[config.mk]
export PLATFORM = sky130hd
export DESIGN_NAME = lsu_mem_stage
export DESIGN_NICKNAME = d
export VERILOG_FILES = /design/src/rtl/lsu_mem_stage.sv
export SDC_FILE = /design/constraint.sdc
export NUM_CORES = 1
export LEC_CHECK = 0
export CAP_MARGIN = 30
export CORE_UTILIZATION = 45
export CTS_BUF_LIST = sky130_fd_sc_hd__clkbuf_16
export CTS_CLUSTER_DIAMETER = 60
export DETAILED_ROUTE_END_ITERATION = 8
export GPL_ROUTABILITY_DRIVEN = 0
export PLACE_DENSITY = 0.84
export SLEW_MARGIN = 5
export SYNTH_ARGS = -nofsm -noshare
export SYNTH_HDL_FRONTEND = slang
export SYNTH_SLANG_ARGS = --single-unit
[constraint.sdc]
create_clock -name clk -period 3.3 [get_ports clk]
set_input_delay 0.495 -clock clk [delete_from_list [all_inputs] [get_ports clk]]
set_output_delay 0.495 -clock clk [all_outputs]
set_load 0.005 [all_outputs]
[src/rtl/lsu_mem_stage.sv]
// Load/store unit for the MEM stage. It accepts one request at a time and
// checks RV32 alignment. It drives the data-memory controller through its
// busy/idle ready handshake, and returns a single-cycle response to writeback.
//
// state      | meaning
// IDLE       | ready for a new request
// ISSUE      | waiting for the controller to be idle, then pulsing the enable
// WAIT_LOW   | waiting for the controller to go busy
// WAIT_HIGH  | waiting for the controller to become idle again
// DONE       | presenting the response for one cycle
module lsu_mem_stage #(
    parameter int ADDRESS_WIDTH  = 32,
    parameter int DATA_WIDTH     = 32,
    parameter int TIMEOUT_CYCLES = 64
) (
    input  logic                     clk,
    input  logic                     rstN,
    input  logic                     req_valid,
    output logic                     req_ready,
    input  logic                     req_is_load,
    input  logic                     req_is_store,
    input  logic [2:0]               req_func3,
    input  logic [ADDRESS_WIDTH-1:0] req_addr,
    input  logic [DATA_WIDTH-1:0]    req_wdata,
    input  logic [4:0]               req_rd,
    input  logic                     flush,
    output logic                     resp_valid,
    output logic [4:0]               resp_rd,
    output logic [DATA_WIDTH-1:0]    resp_rdata,
    output logic                     resp_misaligned,
    output logic                     resp_timeout,
    output logic                     mem_read_En,
    output logic                     mem_write_En,
    output logic [2:0]               mem_func3,
    output logic [ADDRESS_WIDTH-1:0] mem_address,
    output logic [DATA_WIDTH-1:0]    mem_data_in,
    input  logic [DATA_WIDTH-1:0]    mem_data_out,
    input  logic                     mem_ready,
    output logic                     busy
);

    localparam logic [2:0] S_IDLE      = 3'd0;
    localparam logic [2:0] S_ISSUE     = 3'd1;
    localparam logic [2:0] S_WAIT_LOW  = 3'd2;
    localparam logic [2:0] S_WAIT_HIGH = 3'd3;
    localparam logic [2:0] S_DONE      = 3'd4;

    localparam int          CW       = $clog2(TIMEOUT_CYCLES + 1);
    localparam logic [CW-1:0] TMO_LAST = CW'(TIMEOUT_CYCLES - 1);

    logic [2:0]            state, state_nxt;
    logic [CW-1:0]         tmo_cnt, cnt_nxt;
    logic                  kill;
    logic                  op_load, op_store;
    logic [4:0]            rd_q;
    logic                  req_load, req_store, misaligned, tmo_hit;
    logic                  accept, go_done, mis_nxt, tmo_nxt, rd_en_nxt, wr_en_nxt;
    logic [DATA_WIDTH-1:0] rdata_nxt;

    // Load takes priority when both type bits are set; halfword and word alignment only
    always_comb begin
        req_load   = req_is_load;
        req_store  = req_is_store & ~req_is_load;
        misaligned = (((req_func3 == 3'b001) || (req_func3 == 3'b101)) && req_addr[0]) ||
                     ((req_func3 == 3'b010) && (req_addr[1:0] != 2'b00));
        tmo_hit    = (tmo_cnt == TMO_LAST);
    end

    // Next-state, enable and response selection
    always_comb begin
        state_nxt = state;
        cnt_nxt   = tmo_cnt + CW'(1);
        accept    = 1'b0;
        go_done   = 1'b0;
        mis_nxt   = 1'b0;
        tmo_nxt   = 1'b0;
        rd_en_nxt = 1'b0;
        wr_en_nxt = 1'b0;
        rdata_nxt = '0;
        case (state)
            S_IDLE: begin
                cnt_nxt = '0;
                if (req_valid && !flush) begin
                    accept = 1'b1;
                    if (!req_load && !req_store) begin
                        go_done = 1'b1;
                    end else if (misaligned) begin
                        go_done = 1'b1;
                        mis_nxt = 1'b1;
                    end else begin
                        state_nxt = S_ISSUE;
                        rd_en_nxt = req_load & mem_ready;
                        wr_en_nxt = req_store & mem_ready;
                    end
                end
            end
            S_ISSUE: begin
                if (mem_read_En || mem_write_En) begin
                    state_nxt = S_WAIT_LOW;
                    cnt_nxt   = '0;
                end else if (tmo_hit) begin
                    go_done = 1'b1;
                    tmo_nxt = 1'b1;
                end else begin
                    rd_en_nxt = op_load & mem_ready;
                    wr_en_nxt = op_store & mem_ready;
                end
            end
            S_WAIT_LOW: begin
                if (!mem_ready) begin
                    state_nxt = S_WAIT_HIGH;
                    cnt_nxt   = '0;
                end else if (tmo_hit) begin
                    go_done = 1'b1;
                    tmo_nxt = 1'b1;
                end
            end
            S_WAIT_HIGH: begin
                if (mem_ready) begin
                    go_done   = 1'b1;
                    rdata_nxt = op_load ? mem_data_out : '0;
                end else if (tmo_hit) begin
                    go_done = 1'b1;
                    tmo_nxt = 1'b1;
                end
            end
            S_DONE: begin
                state_nxt = S_IDLE;
                cnt_nxt   = '0;
            end
            default: begin
                state_nxt = S_IDLE;
                cnt_nxt   = '0;
            end
        endcase
        if (go_done) state_nxt = S_DONE;
    end

    // State, latched request and registered outputs
    always_ff @(posedge clk or negedge rstN) begin
        if (!rstN) begin
            state           <= S_IDLE;
            tmo_cnt         <= '0;
            kill            <= 1'b0;
            op_load         <= 1'b0;
            op_store        <= 1'b0;
            rd_q            <= '0;
            req_ready       <= 1'b1;
            busy            <= 1'b0;
            resp_valid      <= 1'b0;
            resp_rd         <= '0;
            resp_rdata      <= '0;
            resp_misaligned <= 1'b0;
            resp_timeout    <= 1'b0;
            mem_read_En     <= 1'b0;
            mem_write_En    <= 1'b0;
            mem_func3       <= '0;
            mem_address     <= '0;
            mem_data_in     <= '0;
        end else begin
            state        <= state_nxt;
            tmo_cnt      <= cnt_nxt;
            req_ready    <= (state_nxt == S_IDLE);
            busy         <= (state_nxt != S_IDLE);
            mem_read_En  <= rd_en_nxt;
            mem_write_En <= wr_en_nxt;
            // A flushed transaction still completes on the bus; only its response is dropped
            if (state == S_DONE) kill <= 1'b0;
            else if (flush && (state != S_IDLE)) kill <= 1'b1;
            if (accept) begin
                op_load     <= req_load;
                op_store    <= req_store;
                rd_q        <= req_rd;
                mem_func3   <= req_func3;
                mem_address <= req_addr;
                mem_data_in <= req_wdata;
            end
            resp_valid      <= go_done & ~kill & ~flush;
            resp_rd         <= go_done ? ((state == S_IDLE) ? req_rd : rd_q) : 5'd0;
            resp_rdata      <= rdata_nxt;
            resp_misaligned <= mis_nxt;
            resp_timeout    <= tmo_nxt;
        end
    end

endmodule

==> impl_metrics.env <==
export IMPL_outcome="completed"
export IMPL_synthSimpleGateAreaFrac=0.255
export IMPL_nFillCells=694
export IMPL_critPathCaptureType="register"
export IMPL_numCtsBuffers=17
export IMPL_area_growth_syn_to_layout_pct=60.6
export IMPL_synth_most_common_cell="nand2_1"
export IMPL_synthMuxAreaShare=0.0103
export IMPL_numClockSinks=129
export IMPL_drtAntennaViolNets=0
export IMPL_synth_xor_area_frac=0.00905
export IMPL_combPwrFrac=0.310
export IMPL_final_util=0.749
export IMPL_dpl_instance_area_um2=7180
export IMPL_rr_startpoint="state[2]"
export IMPL_reg2reg_slack_ps=1080
export IMPL_syn_inst=480
export IMPL_synthTopCellsByArea="dfrtp_1 (66%), nand2_1 (17%), and2_1 (4.1%)"
export IMPL_cts_max_path_buffers=2
export IMPL_vias_per_cell=4.82
export IMPL_final_setup_skew_ps=7.97
export IMPL_seq_area_frac_synth=0.667
export IMPL_relSlewSlack=0.549
export IMPL_path_max_fanout=24
export IMPL_min_period_ps=2220
export IMPL_tritoncts="yes"
export IMPL_syn_nets=592
export IMPL_power_frac_clock=0.302
export IMPL_syn_area_per_cell_um2=10.1
export IMPL_ctsResizeCount=0
export IMPL_stdcell_count=851
export IMPL_stdcell_area_um2=7770
export IMPL_grt_max_degree=57
export IMPL_ff_latch_area_um2=3230
export IMPL_synth_ff_type="dfrtp_1"
export IMPL_die_h_um=106
export IMPL_drtIter0Drc=287
export IMPL_r2r_cells=4
export IMPL_hold_class="input pin to asynchronous set/reset pin"
export IMPL_antenna_diode_count=0
export IMPL_ys_types=34
export IMPL_tns_ps=0
export IMPL_ctsHtreeMaxLevel=4
export IMPL_switching_share=0.285
export IMPL_async_reset_ff_frac=1.00
export IMPL_synth_fa_ha_area_frac=0.00259
export IMPL_start_util=0.467
export IMPL_fmax_mhz=451
export IMPL_fp_row_count=37
export IMPL_crit_type="register to register"
export IMPL_setup_worst_path_end="mem_write_En"
export IMPL_rsz0062_at_grt="false"
export IMPL_seq_power_share=0.387
export IMPL_hold_violations=0
export IMPL_yosysWarnings=0
export IMPL_antenna_found_initial=0
export IMPL_synth_top_area_frac=0.662
export IMPL_vias=4102
export IMPL_synth_common_cells="nand2_1 (222), dfrtp_1 (128), and2_1 (32)"
export IMPL_path_clk_slew_ps=60
export IMPL_port_buffers=221
export IMPL_synth_edf_count=0
export IMPL_synth_top_cell_by_area="dfrtp_1"
export IMPL_clk_latency_ps=400
export IMPL_hold_slack_ps=140
export IMPL_first_pass_iters=4
export IMPL_dpl_cell_count=820
export IMPL_cts_hold_fix_buffers=0
export IMPL_io_pins=222
export IMPL_syn_area_um2=4840
export IMPL_wl_per_cell_um=14.9
export IMPL_leakage_nw=3.73
export IMPL_postCtsSetupRepairBufs=0
export IMPL_grt_pass1_wl_um=20300
export IMPL_period_share=0.671
export IMPL_wl_um=12700
export IMPL_p_switching_mw=1.75
export IMPL_powerDensity_nw_per_um2=787
export IMPL_finish_net_count=815
export IMPL_required_ps=3590
export IMPL_r2r_end="mem_write_En"
export IMPL_ir_worst_vdd_v=0.000458
export IMPL_setup_viol=0
export IMPL_final_layout_size_suffix_gt1_frac=0.0587
export IMPL_grt_pass1_vias=4276
export IMPL_ctsRootBufferMaster="clkbuf_16"
export IMPL_cp_data_arrival_time_ps=2500
export IMPL_ys_ff_latch=129
export IMPL_grt_util_all_layers=0.236
export IMPL_synth_top_family_by_area="simple AND/OR/NAND/NOR gates"
export IMPL_power_internal_mw=4.37
export IMPL_dp_final_hpwl_um=8920
export IMPL_cp_start_kind="register"
export IMPL_drc=0
export IMPL_die_area_um2=11200
export IMPL_grt_ovfl_total=0
export IMPL_slew_violations=0
export IMPL_core_area_um2=10400
export IMPL_die_x_um=106
export IMPL_drv_cap=0
export IMPL_synth_compound_area_share=0.0292
export IMPL_worst_pin_slew_ps=677
export IMPL_multiInputGateArea_um2=1480
export IMPL_startpoint="state[2]"
[power groups by stage]
| stage | Combinational (mW) | Sequential [mW] | Clock, mW |
|---|---|---|---|
| after floorplan | 0.697 | 2.37 | 0 |
| after global placement | 1.84 | 2.36 | 0 |
| after detailed placement | 1.90 | 2.39 | 0 |
| after CTS | 1.93 | 2.37 | 1.88 |
| after global routing | 2.08 | 2.44 | 1.96 |
| final | 1.90 | 2.37 | 1.85 |
[through the flow]
stage	worst slack (ps)	total power [mW]
after floorplan	1610	3.07
after global placement	1090	4.20
after detailed placement	1010	4.29
after CTS	1050	6.18
after global routing	951	6.48
final	1080	6.12
[worst min-delay path by stage]
stage,to,slack [ps],cells after the start
floorplan,busy,200,0
global placement,tmo_cnt[0],440,1
detailed placement,tmo_cnt[0],460,1
CTS,mem_address[26],160,1
global route,mem_address[26],180,1
finish,mem_address[26],140,1
[cells in the final DEF (no fill, tap or decap), types with 2 or more instances in the layout]
master           Yosys  routed
clkinv_2             0       2
buf_4                1       5
or2_2                2       2
clkinv_1             0       2
a21o_1               3       3
a21oi_1             10      10
nor3_1               2       2
xor2_1               3       3
nand2b_1             2       2
mux2i_1              5       5
clkinv_4             0       4
clkinvlp_4           0       2
clkdlybuf4s50_1      0     220
nand3_1              6       6
nand2_1            222     222
nor2_1              13      13
clkbuf_16            0      17
buf_12               0       2
inv_1                5       5
xnor2_1              2       2
bufinv_16            0       3
dfrtp_1            128     128
and2_1              32      32
o21ai_0              6       6
[cell type report]
class,instances,share of cell area
inverters,5,0.00242
multi-input cells,323,0.191
clock inverters,14,0.0214
well taps,136,0.0219
repair buffers,227,0.293
clock buffers,17,0.0547
flip-flops and latches,129,0.416
[flip-flops by register name (all words and copies together), names as in the netlist, 3 cells and up]
name,flops
mem_data_in,32
resp_rdata,32
resp_rd,5
tmo_cnt,7
state,3
mem_func3,3
mem_address,32
rd_q,5
[critical path, cell delays in order (launching register included)]
cell and delay, ps:
dfrtp_1 490, nor3_4 470, and3b_2 570, nand4b_1 180, a2111oi_2 390
[per-layer routing]
metal / vias to the layer above / wire (um) / global-route usage
met5: - / 0 / 0
li1: 1939 / - / -
met3: 25 / 993 / 0.0804
met1: 1961 / 4730 / 0.260
met2: 177 / 6620 / 0.416
met4: 0 / 323 / 0.0942
[cell families after synthesis]
group	Yosys count
mux	5
buf+inv	28
xor+xnor	5
simple gates	289
flops	129
compound gates	23
fa+ha+maj	1
No activity file was read; power rests on OpenSTA's default activity.
